File: src/rtl/mx_blk_norm_if.sv
// Handshake and data bundle for the MX block-normalisation stage.
// Latency: none (wiring only).
// Backpressure: carries i_valid/o_ready on the input side and o_valid/i_ready on the output side.
//
// Signals:
//   i_valid, i_num            : input element and its valid
//   o_ready                   : stage can take an input element
//   o_valid, i_ready          : output element valid / downstream accepts
//   o_sign, o_mag             : sign and magnitude of the current output element
//   o_shift, o_scale, o_last  : block shift, block shared scale, last-of-block flag
// Modports: slave = the normalisation stage, master = the surrounding logic.
interface mx_blk_norm_if #(
  parameter int width_i     = 8,
  parameter int width_shift = 8
);
  localparam int SW = $clog2(width_i) + 1;

  logic                   i_valid;
  logic                   o_ready;
  logic [width_i-1:0]     i_num;
  logic                   o_valid;
  logic                   i_ready;
  logic                   o_sign;
  logic [width_i-1:0]     o_mag;
  logic [width_shift-1:0] o_shift;
  logic [SW-1:0]          o_scale;
  logic                   o_last;

  modport slave (
    input  i_valid, i_num, i_ready,
    output o_ready, o_valid, o_sign, o_mag, o_shift, o_scale, o_last
  );

  modport master (
    output i_valid, i_num, i_ready,
    input  o_ready, o_valid, o_sign, o_mag, o_shift, o_scale, o_last
  );
endinterface

File: src/rtl/mx_blk_norm.sv
// Collects one MX block of signed values, finds the block-max magnitude, then replays sign/magnitude with block shift/scale.
// Latency: first output element is valid the cycle after the last input of the block is accepted.
// Backpressure: input accepted only while filling; while draining, outputs hold stable when i_ready is low.
//
// Ports:
//   i_clk : clock, rising edge
//   i_rst : asynchronous reset, active-high
//   bus   : mx_blk_norm_if.slave (input element handshake, output element handshake and block metadata)
module mx_blk_norm #(
  parameter int width_i     = 8,
  parameter int BLOCK_SIZE  = 32,
  parameter int width_shift = 8
) (
  input  logic         i_clk,
  input  logic         i_rst,
  mx_blk_norm_if.slave bus
);

  localparam int CW  = (BLOCK_SIZE > 1) ? $clog2(BLOCK_SIZE) : 1;
  localparam int LZW = $clog2(width_i) + 1;  // holds 0..width_i
  localparam logic [CW-1:0]  LAST_IDX = CW'(BLOCK_SIZE - 1);
  localparam logic [LZW-1:0] LZ_EMPTY = LZW'(width_i);

  typedef enum logic {FILL, DRAIN} state_t;

  state_t             state;
  logic [CW-1:0]      count;
  logic [CW-1:0]      idx;
  logic [LZW-1:0]     min_lz;

  logic               sign_buf [BLOCK_SIZE];
  logic [width_i-1:0] mag_buf  [BLOCK_SIZE];

  logic               in_sign;
  logic [width_i-1:0] in_mag;
  logic [LZW-1:0]     in_lz;
  logic [LZW-1:0]     blk_lz;
  logic               all_zero;
  logic [width_shift-1:0] nxt_shift;
  logic [LZW-1:0]     nxt_scale;
  logic               accept;
  logic               advance;
  logic [CW-1:0]      idx_nxt;

  // Leading-zero count; an all-zero value reports width_i.
  function automatic logic [LZW-1:0] clz(input logic [width_i-1:0] v);
    logic [LZW-1:0] n;
    logic           found;
    n     = LZ_EMPTY;
    found = 1'b0;
    for (int b = width_i - 1; b >= 0; b--) begin
      if (!found && v[b]) begin
        n     = LZW'(width_i - 1 - b);
        found = 1'b1;
      end
    end
    return n;
  endfunction

  always_comb begin
    in_sign = bus.i_num[width_i-1];
    // Two's-complement negate; the most-negative input wraps to 2^(width_i-1),
    // which is exactly its magnitude as an unsigned width_i value.
    in_mag  = in_sign ? ((~bus.i_num) + width_i'(1)) : bus.i_num;
    in_lz   = clz(in_mag);
    // Min-lz including the element being accepted this cycle, so the last
    // element of the block contributes to the registered shift/scale.
    blk_lz  = (in_lz < min_lz) ? in_lz : min_lz;
    all_zero  = (blk_lz == LZ_EMPTY);
    nxt_shift = all_zero ? '0 : width_shift'(blk_lz);
    nxt_scale = all_zero ? '0 : (LZW'(width_i - 1) - blk_lz);
    accept  = bus.o_ready && bus.i_valid;
    advance = bus.o_valid && bus.i_ready;
    idx_nxt = idx + CW'(1);
  end

  // Block buffer: contents are don't-care after reset, so no reset here.
  always_ff @(posedge i_clk) begin
    if (accept) begin
      sign_buf[count] <= in_sign;
      mag_buf[count]  <= in_mag;
    end
  end

  always_ff @(posedge i_clk or posedge i_rst) begin
    if (i_rst) begin
      state       <= FILL;
      count       <= '0;
      idx         <= '0;
      min_lz      <= LZ_EMPTY;
      bus.o_ready <= 1'b1;
      bus.o_valid <= 1'b0;
      bus.o_sign  <= 1'b0;
      bus.o_mag   <= '0;
      bus.o_shift <= '0;
      bus.o_scale <= '0;
      bus.o_last  <= 1'b0;
    end else begin
      case (state)
        FILL: begin
          if (accept) begin
            min_lz <= blk_lz;
            if (count == LAST_IDX) begin
              state       <= DRAIN;
              bus.o_ready <= 1'b0;
              bus.o_valid <= 1'b1;
              bus.o_shift <= nxt_shift;
              bus.o_scale <= nxt_scale;
              // Element 0 was written in an earlier cycle (block holds >= 2),
              // so it can be presented straight from the buffer.
              bus.o_sign  <= sign_buf[0];
              bus.o_mag   <= mag_buf[0];
              bus.o_last  <= 1'b0;
              idx         <= '0;
            end else begin
              count <= count + CW'(1);
            end
          end
        end
        DRAIN: begin
          if (advance) begin
            if (bus.o_last) begin
              state       <= FILL;
              count       <= '0;
              idx         <= '0;
              min_lz      <= LZ_EMPTY;
              bus.o_ready <= 1'b1;
              bus.o_valid <= 1'b0;
              bus.o_sign  <= 1'b0;
              bus.o_mag   <= '0;
              bus.o_shift <= '0;
              bus.o_scale <= '0;
              bus.o_last  <= 1'b0;
            end else begin
              idx        <= idx_nxt;
              bus.o_sign <= sign_buf[idx_nxt];
              bus.o_mag  <= mag_buf[idx_nxt];
              bus.o_last <= (idx_nxt == LAST_IDX);
            end
          end
        end
        default: state <= FILL;
      endcase
    end
  end

endmodule

File: src/flat_wrapper.sv
// flat-port wrapper written by rule: the top's interface ports become plain ports
module mx_blk_norm_flat 
#(
  parameter int width_i     = 8,
  parameter int BLOCK_SIZE  = 32,
  parameter int width_shift = 8
)
  (i_clk, i_rst, bus_i_valid, bus_i_num, bus_i_ready, bus_o_ready, bus_o_valid, bus_o_sign, bus_o_mag, bus_o_shift, bus_o_scale, bus_o_last);
  mx_blk_norm_if #(.width_i(width_i), .width_shift(width_shift)) bus_i ();
  input  logic i_clk;
  input  logic i_rst;
  input wire logic [$bits(bus_i.i_valid)-1:0] bus_i_valid;
  input wire logic [$bits(bus_i.i_num)-1:0] bus_i_num;
  input wire logic [$bits(bus_i.i_ready)-1:0] bus_i_ready;
  output wire logic [$bits(bus_i.o_ready)-1:0] bus_o_ready;
  output wire logic [$bits(bus_i.o_valid)-1:0] bus_o_valid;
  output wire logic [$bits(bus_i.o_sign)-1:0] bus_o_sign;
  output wire logic [$bits(bus_i.o_mag)-1:0] bus_o_mag;
  output wire logic [$bits(bus_i.o_shift)-1:0] bus_o_shift;
  output wire logic [$bits(bus_i.o_scale)-1:0] bus_o_scale;
  output wire logic [$bits(bus_i.o_last)-1:0] bus_o_last;
  assign bus_i.i_valid = bus_i_valid;
  assign bus_i.i_num = bus_i_num;
  assign bus_i.i_ready = bus_i_ready;
  assign bus_o_ready = bus_i.o_ready;
  assign bus_o_valid = bus_i.o_valid;
  assign bus_o_sign = bus_i.o_sign;
  assign bus_o_mag = bus_i.o_mag;
  assign bus_o_shift = bus_i.o_shift;
  assign bus_o_scale = bus_i.o_scale;
  assign bus_o_last = bus_i.o_last;
  mx_blk_norm #(.width_i(width_i), .BLOCK_SIZE(BLOCK_SIZE), .width_shift(width_shift)) u_core (.i_clk(i_clk), .i_rst(i_rst), .bus(bus_i));
endmodule
File: config.mk
export PLATFORM = sky130hd
export DESIGN_NAME = mx_blk_norm_flat
export DESIGN_NICKNAME = d
export VERILOG_FILES = /design/src/rtl/mx_blk_norm_if.sv /design/src/rtl/mx_blk_norm.sv /design/src/flat_wrapper.sv
export SDC_FILE = /design/constraint.sdc
export NUM_CORES = 1
export LEC_CHECK = 0
export CORE_MARGIN = 3
export CORE_UTILIZATION = 61
export DETAILED_ROUTE_END_ITERATION = 6
export PLACE_DENSITY = 0.79
export SYNTH_ARGS = -nofsm -noshare
export SYNTH_HDL_FRONTEND = slang
export SYNTH_SLANG_ARGS = --single-unit
File: constraint.sdc
create_clock -name i_clk -period 3.4 [get_ports i_clk]
set_input_delay 1.02 -clock i_clk [delete_from_list [all_inputs] [get_ports i_clk]]
set_output_delay 1.02 -clock i_clk [all_outputs]
set_load 0.01 [all_outputs]
# Word level (Yosys, flattened, before mapping)

Memory sizes are Yosys's and may differ from the RTL's.
Cells that the tools add are included.

Reductions and logical operators: 20
Bitwise operators: 2
Order comparisons: 1
Equal/unequal tests: 8
Add/sub/neg operators: 4
Muxes and demuxes: 73

Operator list:

| cell                                             | count |
|---|---|
| 2-to-1 mux 4 bit                                 | 18 |
| 2-to-1 mux 8 bit                                 | 9 |
| 2-to-1 mux 5 bit                                 | 8 |
| one-hot mux 8 bit (2 select lines)               | 2 |
| 2-to-1 mux 1 bit                                 | 27 |
| one-hot mux 5 bit (2 select lines)               | 2 |
| one-hot mux 4 bit (2 select lines)               | 2 |
| adder 5 x 1 -> 5 bit (second input constant)     | 2 |
| equality test 5 bit (second input constant)      | 2 |
| one-hot mux 1 bit (2 select lines)               | 5 |
| logical AND 1 bit                                | 9 |
| adder 8 x 1 -> 8 bit (second input constant)     | 1 |
| inverter 8 bit                                   | 1 |
| AND reduction 4 bit                              | 2 |
| zero test 1 bit                                  | 7 |
| != test 2 x 1 -> 1 bit (second input constant)   | 3 |
| AND reduction 3 bit                              | 2 |
| equality test 4 bit (second input constant)      | 1 |
| < comparator 4 bit                               | 1 |
| != test 2 bit (second input constant)            | 2 |
| subtractor 3 x 4 -> 4 bit (first input constant) | 1 |
| inverter 1 bit                                   | 1 |

Register bits after elaboration: 39
Memories kept: 2
Memory bits (writable): 288
Bits of input ports: 12
Output and inout bits: 24
Word-level logic and storage cells: 121

Memory list:

| name            | words | bits a word | rd ports | clocked after memory_dff | write ports | RTL line          | source |
|---|---|---|---|---|---|---|---|
| u_core.mag_buf  | 32    | 8           | 2        | 0                        | 1           | mx_blk_norm.sv:32 | `logic [width_i-1:0] mag_buf [BLOCK_SIZE];` |
| u_core.sign_buf | 32    | 1           | 2        | 0                        | 1           | mx_blk_norm.sv:31 | `logic sign_buf [BLOCK_SIZE];` |

# Longest topological paths before layout

Gate-level depths: netlist (run 1).

Word-level depth: 32
Mapped depth: 16
Mapped depth without buffers: 15

# Worst setup path before layout (run 1)

Ideal clock, no wire load.

Path kind: input to register
From: input port bus_i_num[0]
To: register u_core.bus.o_scale[3]
Setup slack: -1,003 ps
Library setup time: 122 ps
Path buffers: 1
Data arrival time: 4,281 ps
Required time: 3,278 ps
Stages on the path: 15
Cells stage by stage: buf_2 > inv_1 > ha_1 > or3b_4 > or3_1 > a21oi_1 > a21oi_1 > o221a_2 > ha_1 > a21o_1 > a21o_1 > or4_4 > a32oi_2 > nand3b_1 > a32o_1

Cells in the longest elaborated chain, start to end: 32
Elaborated cells between the ends (all ways): 40
Classes of those cells: 2 x add/sub; 1 x order compare; 1 x eq/ne; 21 x mux; 1 x bitwise; 14 x reduce/logical

Ends and longest elaborated chain:

| item                                                                    | RTL line                             | source |
|---|---|---|
| start: declaration                                                      | flat_wrapper.sv:13                   | `input wire logic [$bits(bus_i.i_num)-1:0] bus_i_num;` |
| inverter 8 bit                                                          | mx_blk_norm.sv:64                    | `in_mag = in_sign ? ((~bus.i_num) + width_i'(1)) : bus.i_num;` |
| adder 8 x 1 -> 8 bit                                                    | mx_blk_norm.sv:64                    |  |
| 2-to-1 mux 8 bit (*)                                                    | mx_blk_norm.sv:64                    |  |
| 2-to-1 mux 1 bit                                                        | mx_blk_norm.sv:52                    | `if (!found && v[b]) begin` |
| zero test 1 bit                                                         | mx_blk_norm.sv:52                    |  |
| logical AND 1 bit                                                       | mx_blk_norm.sv:52                    |  |
| 2-to-1 mux 1 bit                                                        | mx_blk_norm.sv:52                    |  |
| zero test 1 bit                                                         | mx_blk_norm.sv:52                    |  |
| [... 16 more ...]                                                       | --                                   |  |
| 2-to-1 mux 4 bit (*)                                                    | mx_blk_norm.sv:52                    |  |
| < comparator 4 bit                                                      | mx_blk_norm.sv:68                    | `blk_lz = (in_lz < min_lz) ? in_lz : min_lz;` |
| 2-to-1 mux 4 bit (*)                                                    | mx_blk_norm.sv:68                    |  |
| subtractor 3 x 4 -> 4 bit / equality test 4 bit (equally long branches) | mx_blk_norm.sv:71, mx_blk_norm.sv:69 |  |
| 2-to-1 mux 4 bit (*)                                                    | mx_blk_norm.sv:71                    | `nxt_scale = all_zero ? '0 : (LZW'(width_i - 1) - blk_lz);` |
| 2-to-1 mux 4 bit (*)                                                    | mx_blk_norm.sv:103                   | `if (count == LAST_IDX) begin` |
| 2-to-1 mux 4 bit (*)                                                    | mx_blk_norm.sv:101                   | `if (accept) begin` |
| one-hot mux 4 bit (2 select lines) (*)                                  | mx_blk_norm.sv:99                    | `case (state)` |
| end signal: assignment                                                  | mx_blk_norm.sv:108                   | `bus.o_scale <= nxt_scale;` |
| end: declaration                                                        | mx_blk_norm_if.sv:31                 | `output o_ready, o_valid, o_sign, o_mag, o_shift, o_scale, o_last` |

Mark *: on every way between the ends. The rest lies on a longest branch, timed or not. The select of a mux whose other input is x is not followed.
A chain may end at the register's enable or synchronous reset.

# Worst setup path after layout (run 1)

From: input port bus_i_num[3]
To: register u_core.bus.o_scale[1]

The elaborated chain is that of the path after synthesis.

==> results of run 1 <==
power by group through the flow:
stage	Combinational (mW)	Clock, mW	Sequential (mW)
floorplan	0.127	0	4.43
detailed placement	0.268	0	4.43
global route	0.327	3.64	4.34
global placement	0.248	0	4.43
finish	0.305	3.44	4.35
CTS	0.283	3.48	4.35
per-stage QoR:
| stage | TNS (ps) | utilization [%] |
|---|---|---|
| finish | -2520 | 75.3 |
| global route | -3770 | 75.3 |
| CTS | -3190 | 74.6 |
| detailed placement | -11960 | 69.2 |
| global placement | -10660 | 69.2 |
| floorplan | -4680 | - |
cell usage in the layout, fill, tap and decap left out, drive strengths merged, types with 9 or more instances in the layout:
master,instances
ha,12
nor2,54
clkdlybuf4s50,23
nand2,34
clkinv,11
dfrtp,32
mux2i,10
edfxtp,288
inv,22
nand2b,9
nand3,10
o21ai,21
o21a,11
clkbuf,37
buf,107
o221ai,9
mux4,90
timing repair:
item / in CTS / in global routing
endpoints found under the setup margin: 10 / 10
pin swaps: 18 / 21
resized for setup: 29 / 27
hold buffers: 0 / 0
buffers inserted: 8 / 7
flip-flops by register name, summed over array words and instances, names as in the netlist:
| signal | cells |
|---|---|
| u_core.mag_buf | 256 |
| u_core.sign_buf | 32 |
| u_core.bus.o_mag | 8 |
| u_core.count | 5 |
| u_core.idx | 5 |
| u_core.bus.o_scale | 4 |
| u_core.min_lz | 4 |
| u_core.bus.o_shift | 3 |
| u_core.bus.o_last | 1 |
| u_core.bus.o_ready | 1 |
| u_core.bus.o_sign | 1 |
| u_core.bus.o_valid | 1 |
| u_core.state | 1 |
cells by family (layout without fill, tap and decap cells):
family          count (synthesis)  in the layout  synth area share [%]
mux                           101            101                  16.0
compound gates                 75             75                  4.10
other cells                     1              4                0.0280
fa+ha+maj                      12             12                  1.12
flops                         322            322                  70.9
xor+xnor                        9              9                 0.645
buf+inv                        64            215                  2.07
simple gates                  142            142                  5.12
worst paths after layout:
path / start / endpoint / depth (start not counted)
setup / recovery: bus_i_num[3] / u_core.bus.o_scale[1]$_DFFE_PP0P_ / 16
hold / removal: u_core.bus.o_mag[6]$_DFFE_PP0P_ / u_core.bus.o_mag[6]$_DFFE_PP0P_ / 1
setup reg to reg: u_core.idx[0]$_DFFE_PP0P_ / u_core.bus.o_mag[4]$_DFFE_PP0P_ / 9
hold reg to reg: u_core.bus.o_mag[6]$_DFFE_PP0P_ / u_core.bus.o_mag[6]$_DFFE_PP0P_ / 1
max in group asynchronous: i_rst / u_core.min_lz[3]$_DFFE_PP1P_ / 3
min in group asynchronous: i_rst / u_core.bus.o_mag[7]$_DFFE_PP0P_ / 2
area by class of cell:
type,count,area (sq um)
fillers,1098,5260
clock buffers,37,798
repair buffers,136,1210
clock inverters,19,223
inverters,23,101
multi-input cells,343,3840
well taps,275,344
flip-flops and latches,322,9510
Yosys cell counts, drive strengths merged, types with 6 or more instances:
library cell | number | area (sq um)
a21oi | 7 | 35.0
buf | 18 | 105
clkbuf | 23 | 86.3
dfrtp | 32 | 801
edfxtp | 288 | 8650
ha | 12 | 150
inv | 23 | 86.3
mux2i | 10 | 100
mux4 | 90 | 2030
nand2 | 34 | 128
nand2b | 9 | 56.3
nand3 | 10 | 50.1
nand3b | 6 | 45.0
nor2 | 54 | 205
nor3 | 6 | 40.0
o21a | 11 | 82.6
o21ai | 21 | 105
o221ai | 9 | 78.8
xnor2 | 7 | 68.8
per-layer routing:
metal / GRT usage [%] / wire, um / vias up
li1: - / - / 3168
met1: 38.2 / 12300 / 3877
met2: 45.5 / 16200 / 402
met3: 4.28 / 2460 / 74
met4: 8.37 / 1100 / 2
met5: 0 / 13 / -
==> results_dict.tcl, run 1 <==
set metrics [dict create \
    status "finished, violations left" \
    violations "negative setup slack" \
    overflow 0 \
    grt.total_usage_pct 27.3 \
    drc 0 \
    diodes 0 \
    cpMostUsedCell "buf_6" \
    vias_per_cell 6.51 \
    numCtsBuffers 31 \
    ys_seq_area_share_pct 70.9 \
    cpMaxStageDelayCell "or3b_4" \
    layout-drive-gt1-share_pct 32.6 \
    grt_pass1_wl_um 48600 \
    endpoint_kind "flop" \
    finalPower_mw 8.09 \
    antenna_found_initial 1 \
    grt_max_degree 77 \
    core_sq_mm 0.0213 \
    max_stage_delay_ps 420 \
    dp_cells 1085 \
    p_seq_share_pct 53.7 \
    intPower_mw 6.50 \
    hold_violations 0 \
    fin_ws_ps -372 \
    synth_edf_count 288 \
    syn2layout_area_growth_pct 19.7 \
    min_period_ps 3770 \
    cp_cell_sequence "dlygate4sd2_1, or3b_4, or3_4, a21oi_2, a21oi_1, o221a_2, ha_4, buf_6, o21a_1, o21ai_1, nand2b_1, buf_6, a32oi_4, buf_4, nand3b_1, a22o_1" \
    syn_area_sq_mm 0.0134 \
    tightest_slew_ps 690 \
    setup_viol 10 \
    insertion_delay_ps 550 \
    power_density_mw_per_mm2 505 \
    die_h_um 154 \
    required_ps 3830 \
    startpoint_type "input pin" \
    slew_headroom_pct 54.0 \
    ys_types 57 \
    drt_first_iter_violations 909 \
    drt.antenna.violating_nets 0 \
    drt-total-wl_um 32000 \
    io_buffer_count 31 \
    clkSlewWorstSetupHoldPaths_ps 60 \
    drt-wirelength-per-cell_um 27.7 \
    grt_pass1_vias 7864 \
    crit_buf_inv 4 \
    swShare_pct 19.7 \
    clockBufferDepth 3 \
    finClkSkew_ps 20.0 \
    htreeDepth 1 \
    synth.avg_cell_area_sq_um 18.4 \
    pwr-share-clk_pct 42.5 \
    maxCapViolations 0 \
    rsz0062_at_grt "true" \
    drv_slew 0 \
    drtPass1Iterations 5 \
    fin_crit_sh_pct 111 \
    regToRegSetupSlack_ps 340 \
    num_vias 7523 \
    cp_max_fo 4 \
    critical_path_class "input pin to flop" \
    syn_inst 726 \
    crit_family "compound AO/OA/AOI/OAI gates" \
    ir_drop_mv 0.385 \
    cts_root_buffer "clkbuf_16" \
    num_io_pins 36 \
    nNetsFinal 881 \
    cts_sinks 322 \
    combPwrFrac_pct 3.8 \
    initial_utilization_pct 62.9 \
    max_freq_mhz 265 \
    async_reset_ff_share_pct 10.6 \
    synth_warnings 0 \
    fin_hold_ws_ps 501 \
    dp_hpwl_um 19600 \
    holdCritPathClass "flop to flop" \
    power.net_switching_mw 1.59 \
    gp_congestion 0.944 \
    dieArea_sq_mm 0.0238 \
    placementRows 53 \
    cts_tree "yes" \
    design_area_sq_mm 0.0160 \
    ys.flop_type "edfxtp_1" \
    arrival_ps 4200 \
    ys_ff_latch 322 \
    die_w_um 154 \
    power.leakage_nw 5.51 \
    postPlaceCellArea_sq_mm 0.0147 \
    final_cells 1155 \
    place_ws_ps -1370 \
]
Note: power is estimated with default switching activity, not from simulation.
==> inputs of run 2 (changes only) <==
--- a/config.mk
+++ b/config.mk
@@ -5,10 +5,13 @@
 export SDC_FILE = /design/constraint.sdc
 export NUM_CORES = 1
 export LEC_CHECK = 0
-export CORE_MARGIN = 3
-export CORE_UTILIZATION = 61
+export CELL_PAD_IN_SITES_DETAIL_PLACEMENT = 1
+export CELL_PAD_IN_SITES_GLOBAL_PLACEMENT = 2
+export CORE_MARGIN = 1.5
+export CORE_UTILIZATION = 48
 export DETAILED_ROUTE_END_ITERATION = 6
-export PLACE_DENSITY = 0.79
+export PLACE_DENSITY = 0.8
+export SKIP_CTS_REPAIR_TIMING = 1
 export SYNTH_ARGS = -nofsm -noshare
 export SYNTH_HDL_FRONTEND = slang
 export SYNTH_SLANG_ARGS = --single-unit
==> run 2 against run 1 <==
Effect of this change: the flow still finishes with violations (negative setup slack); worst setup slack got worse by 260 ps; hold slack got worse by 11 ps; cell count increased by 7.9%; design area increased by 0.91%; sequential share of layout area decreased by 0.53 points; clock skew decreased by 1.7 ps; fmax decreased by 6.4%; via count decreased by 3.5%; sequential cell count unchanged; critical path depth unchanged; power increased by 2.4%; largest cell class unchanged; highest routed layer is now met4.
==> results_dict.tcl, run 2 (synthesized netlist as in run 1, its figures left out) <==
set metrics [dict create \
    min_path_cells 2 \
    num_vias 7257 \
    grt_max_degree 41 \
    num_io_pins 36 \
    dieArea_sq_mm 0.0289 \
    drt-wirelength-per-cell_um 26.0 \
    maxCapViolations 0 \
    reg2reg_depth 8 \
    hold_violations 0 \
    ir_drop_mv 0.522 \
    max_freq_mhz 248 \
    core_sq_mm 0.0272 \
    layout-drive-gt1-share_pct 31.8 \
    clockBufferDepth 3 \
    htreeDepth 2 \
    combPwrFrac_pct 3.6 \
    r2r_end "u_core.bus.o_mag[2]$_DFFE_PP0P_" \
    power.leakage_nw 5.53 \
    setup_viol 10 \
    cts_tree "yes" \
    grt_pass1_vias 7837 \
    io_buffer_count 31 \
    fin_hold_ws_ps 489 \
    grt.total_usage_pct 23.5 \
    vias_per_cell 5.82 \
    drt-total-wl_um 32400 \
    placementRows 60 \
    pwr-share-clk_pct 43.9 \
    crit_buf_inv 3 \
    arrival_ps 4410 \
    power_density_mw_per_mm2 513 \
    final_util_pct 59.5 \
    crit_family "simple AND/OR/NAND/NOR gates" \
    fin_ws_ps -632 \
    slew_headroom_pct 63.3 \
    min_to "u_core.bus.o_shift[2]$_DFFE_PP0P_" \
    cp_cell_sequence "buf_6, buf_6, inv_6, ha_4, or3b_4, or3_4, a21oi_2, a21oi_1, o221a_2, ha_4, a21o_1, a21o_1, or4_4, a32oi_4, nand3b_1, a32o_1" \
    p_seq_share_pct 52.4 \
    tightest_slew_ps 547 \
    dp_hpwl_um 21100 \
    drt_first_iter_violations 516 \
    max_stage_delay_ps 540 \
    initial_utilization_pct 49.3 \
    min_period_ps 4030 \
    intPower_mw 6.62 \
    violations "negative setup slack" \
    largest_registers "u_core.mag_buf (256), u_core.sign_buf (32), u_core.bus.o_mag (8)" \
    cp_max_fo 5 \
    rsz0062_at_grt "true" \
    numCtsBuffers 35 \
    tns_ps -4590 \
    gp_congestion 0.895 \
    nFillCells 2378 \
    layout_common_cells "edfxtp_1 (288), mux4_2 (90), buf_4 (80)" \
    diodes 0 \
    postPlaceCellArea_sq_mm 0.0149 \
    overflow 0 \
    drc 0 \
    antenna_found_initial 0 \
    cts_root_buffer "clkbuf_16" \
    finClkSkew_ps 18.3 \
    design_area_sq_mm 0.0162 \
    finalPower_mw 8.29 \
    power.net_switching_mw 1.67 \
    r2r-start "u_core.idx[0]$_DFFE_PP0P_" \
    min_from "u_core.bus.o_shift[2]$_DFFE_PP0P_" \
    drtPass1Iterations 5 \
    cts_sinks 322 \
    critical_path_class "input pin to flop" \
    die_w_um 170 \
    status "finished, violations left" \
    layout_commonest_cell "edfxtp_1" \
    holdCritPathClass "flop to flop" \
    required_ps 3780 \
    clkSlewWorstSetupHoldPaths_ps 60 \
    die_h_um 170 \
    grt_pass1_wl_um 49200 \
    cpMaxStageDelayCell "or4_4" \
    startpoint_type "input pin" \
    regMostFlops "u_core.mag_buf" \
    nNetsFinal 874 \
    drt.antenna.violating_nets 0 \
    endpoint_kind "flop" \
    drv_slew 0 \
    largest_reg_flops 256 \
    syn2layout_area_growth_pct 20.7 \
    fin_crit_sh_pct 119 \
    regToRegSetupSlack_ps 400 \
    insertion_delay_ps 510 \
    swShare_pct 20.1 \
]
-- run 2: cell types whose count changed in the layout (fill, tap and decap cells not counted), sizes merged --
cell           delta
buf              -12
dlymetal6s2s      +2
clkbuf            +5
bufinv            -2
clkinvlp          -3
clkdlybuf4s50     +2
inv               +2
dlygate4sd2       -3
clkinv            +3
-- run 2: power by group through the flow --
stage	clock network [mW]	logic (mW)	registers [mW]
2_1_floorplan	0	0.127	4.43
3_3_place_gp	0	0.262	4.43
3_5_place_dp	0	0.281	4.43
4_1_cts	3.71	0.282	4.35
5_1_grt	3.84	0.323	4.35
6_report	3.64	0.300	4.35
-- run 2: routing by layer --
| metal | vias to the layer above | track usage [%] | routed length, um |
|---|---|---|---|
| li1 | 3151 | - | - |
| met1 | 3871 | 31.2 | 13500 |
| met2 | 183 | 40.7 | 16900 |
| met3 | 52 | 3.12 | 1280 |
| met4 | 0 | 7.04 | 734 |
| met5 | - | 0 | 0 |
-- run 2: final cells by class --
class                   instances  area [sq um]  area share, %
multi-input cells             343          3850           23.8
flip-flops and latches        322          9510           58.8
clock buffers                  42           923           5.71
clock inverters                19           179           1.11
repair buffers                125          1150           7.13
well taps                     372           465           2.88
inverters                      23          91.3          0.565
-- run 2: stage by stage --
step                setup WS [ps]  instances
global route                 -710       1246
CTS                          -949       1239
global placement            -1270       1178
detailed placement          -1470       1178
finish                       -632       1246
floorplan                    -701        729
-- run 2: worst max-delay path by stage --
stage / from / end / slack (ps) / depth (start not counted)
finish: bus_i_num[0] / u_core.bus.o_scale[3]$_DFFE_PP0P_ / -630 / 16
global route: bus_i_num[0] / u_core.bus.o_scale[3]$_DFFE_PP0P_ / -710 / 18
CTS: bus_i_num[0] / u_core.bus.o_scale[3]$_DFFE_PP0P_ / -950 / 15
detailed placement: bus_i_num[0] / u_core.bus.o_scale[3]$_DFFE_PP0P_ / -1470 / 15
global placement: bus_i_num[0] / u_core.bus.o_scale[3]$_DFFE_PP0P_ / -1270 / 15
floorplan: bus_i_num[0] / u_core.bus.o_scale[3]$_DFFE_PP0P_ / -700 / 15
-- run 2: tightest hold or removal path: cells and delay by family (launching register included) --
family / cells / cell delay [ps]
AO/OA/AOI/OAI: 1 / 60
flip-flops: 1 / 340
AND/OR/NAND/NOR: 1 / 50
==> inputs of run 3 (changes only) <==
--- a/config.mk
+++ b/config.mk
@@ -10,6 +10,7 @@
 export CORE_MARGIN = 1.5
 export CORE_UTILIZATION = 48
 export DETAILED_ROUTE_END_ITERATION = 6
+export GPL_TIMING_DRIVEN = 0
 export PLACE_DENSITY = 0.8
 export SKIP_CTS_REPAIR_TIMING = 1
 export SYNTH_ARGS = -nofsm -noshare
==> constraint.sdc (replaced) <==
create_clock -name i_clk -period 3.4 [get_ports i_clk]
set_input_delay 1.02 -clock i_clk [delete_from_list [all_inputs] [get_ports i_clk]]
set_output_delay 1.02 -clock i_clk [all_outputs]
set_load 0.02 [all_outputs]
==> run 3 against run 2 <==
Effect of this change: the run still ends with negative setup slack left; hold slack better by 4.4 ps; worst setup slack improved by 120 ps; cell count decreased by 3.6%; via count fell by 1.7%; largest cell class unchanged; highest routed layer unchanged.
==> results_dict.tcl, run 3 (synthesized netlist as in run 1, its figures left out) <==
set metrics [dict create \
    drt_first_iter_violations 576 \
    final_util_pct 57.8 \
    syn2layout_area_growth_pct 17.3 \
    drv_slew 0 \
    largest_reg_flops 256 \
    endpoint_kind "flop" \
    maxCapViolations 0 \
    startpoint_type "input pin" \
    crit_buf_inv 2 \
    regMostFlops "u_core.mag_buf" \
    diodes 0 \
    cts_sinks 322 \
    postPlaceCellArea_sq_mm 0.0144 \
    cpMaxStageDelayCell "or4_4" \
    placementRows 60 \
    antenna_found_initial 1 \
    min_period_ps 3910 \
    dp_hpwl_um 21500 \
    max_stage_delay_ps 440 \
    insertion_delay_ps 510 \
    initial_utilization_pct 49.3 \
    drtPass1Iterations 4 \
    htreeDepth 2 \
    power_density_mw_per_mm2 522 \
    use_met3_pct 3.51 \
    design_area_sq_mm 0.0157 \
    grt_max_degree 37 \
    fin_crit_sh_pct 115 \
    cts_root_buffer "clkbuf_16" \
    holdCritPathClass "flop to flop" \
    slew_headroom_pct 11.5 \
    tightest_slew_ps 1320 \
    ir_drop_mv 0.506 \
    drt-total-wl_um 31900 \
    largest_registers "u_core.mag_buf (256), u_core.sign_buf (32), u_core.bus.o_mag (8)" \
    overflow 0 \
    drt-wirelength-per-cell_um 26.6 \
    layout_commonest_cell "edfxtp_1" \
    top_usage_layer "met2" \
    num_io_pins 36 \
    grt_pass1_wl_um 47900 \
    core_sq_mm 0.0272 \
    cts_tree "yes" \
    die_h_um 170 \
    rsz0062_at_grt "true" \
    layout-drive-gt1-share_pct 26.5 \
    io_buffer_count 27 \
    grt_use_met2_pct 38.3 \
    grt.total_usage_pct 23.0 \
    gr-usage-met1_pct 30.9 \
    nFillCells 2400 \
    grt_pass1_vias 7675 \
    violations "negative setup slack" \
    nNetsFinal 832 \
    clkSlewWorstSetupHoldPaths_ps 60 \
    power.leakage_nw 5.20 \
    clockBufferDepth 3 \
    num_vias 7135 \
    max_freq_mhz 256 \
    place_ws_ps -2870 \
    numCtsBuffers 34 \
    hold_violations 0 \
    fin_ws_ps -507 \
    drc 0 \
    finalPower_mw 8.21 \
    die_w_um 170 \
    status "finished, violations left" \
    setup_viol 8 \
    crit_family "compound AO/OA/AOI/OAI gates" \
    cp_max_fo 7 \
    finClkSkew_ps 12.6 \
    layout_common_cells "edfxtp_1 (288), mux4_2 (90), nor2_1 (52)" \
    required_ps 3790 \
    vias_per_cell 5.94 \
    drt.antenna.violating_nets 0 \
    critical_path_class "input pin to flop" \
    gp_congestion 0.782 \
    cp_cell_sequence "buf_16, clkinv_8, ha_4, or3b_4, or3_4, a21oi_4, a21oi_2, o221a_4, ha_4, a21o_1, a21o_1, or4_4, a32oi_4, nand3b_1, a32o_1" \
    arrival_ps 4300 \
    dieArea_sq_mm 0.0289 \
]
[run 3: cell count changes in the layout (fill, tap and decap cells not counted), sizes merged]
cell           change
dlymetal6s2s       -4
clkinv             -5
clkdlybuf4s50      -2
buf               -61
clkbuf            +27
inv                -1
clkinvlp           +1
[run 3: path summary, 6_finish.rpt]
kind                                                 start                                end  slack (ps)  cells past startpoint
max                                           bus_i_num[0]  u_core.bus.o_scale[3]$_DFFE_PP0P_        -510                     15
min                        u_core.bus.o_mag[1]$_DFFE_PP0P_    u_core.bus.o_mag[1]$_DFFE_PP0P_         490                      1
max reg2reg                      u_core.idx[0]$_DFFE_PP0P_    u_core.bus.o_mag[2]$_DFFE_PP0P_         160                      7
min reg2reg                u_core.bus.o_mag[1]$_DFFE_PP0P_    u_core.bus.o_mag[1]$_DFFE_PP0P_         490                      1
max in group asynchronous                            i_rst          u_core.idx[0]$_DFFE_PP0P_        1950                      2
min in group asynchronous                            i_rst    u_core.bus.o_mag[4]$_DFFE_PP0P_         960                      2
[run 3: per-layer routing]
metal  share of wire, %  up-vias
li1                   -     3067
met1                 41     3804
met2                 50      193
met3                5.0       71
met4                3.4        0
met5                  0        -
[run 3: per-stage QoR]
step	hold WS, ps	setup TNS (ps)	std cells
6_report	494	-3150	1201
3_3_place_gp	469	-483150	1128
4_1_cts	500	-78980	1193
2_1_floorplan	469	-4680	729
3_5_place_dp	488	-195080	1136
5_1_grt	518	-4150	1201
[run 3: power breakdown]
group | total (mW) | internal [mW] | switching [mW] | leakage [nW]
clock network | 3.57 | 2.11 | 1.46 | 0.512
logic | 0.284 | 0.0951 | 0.189 | 1.71
registers | 4.35 | 4.35 | 0 | 2.98
[run 3: final cells by class]
type	count	area, sq um	share of cell area (%)
Buffer	38	215	1.37
Clock inverter	14	154	0.980
Sequential cell	322	9500	60.5
Clock buffer	43	906	5.77
Multi-Input combinational cell	343	3840	24.5
Timing Repair Buffer	46	519	3.31
Tap cell	372	465	2.96
Inverter	23	101	0.645
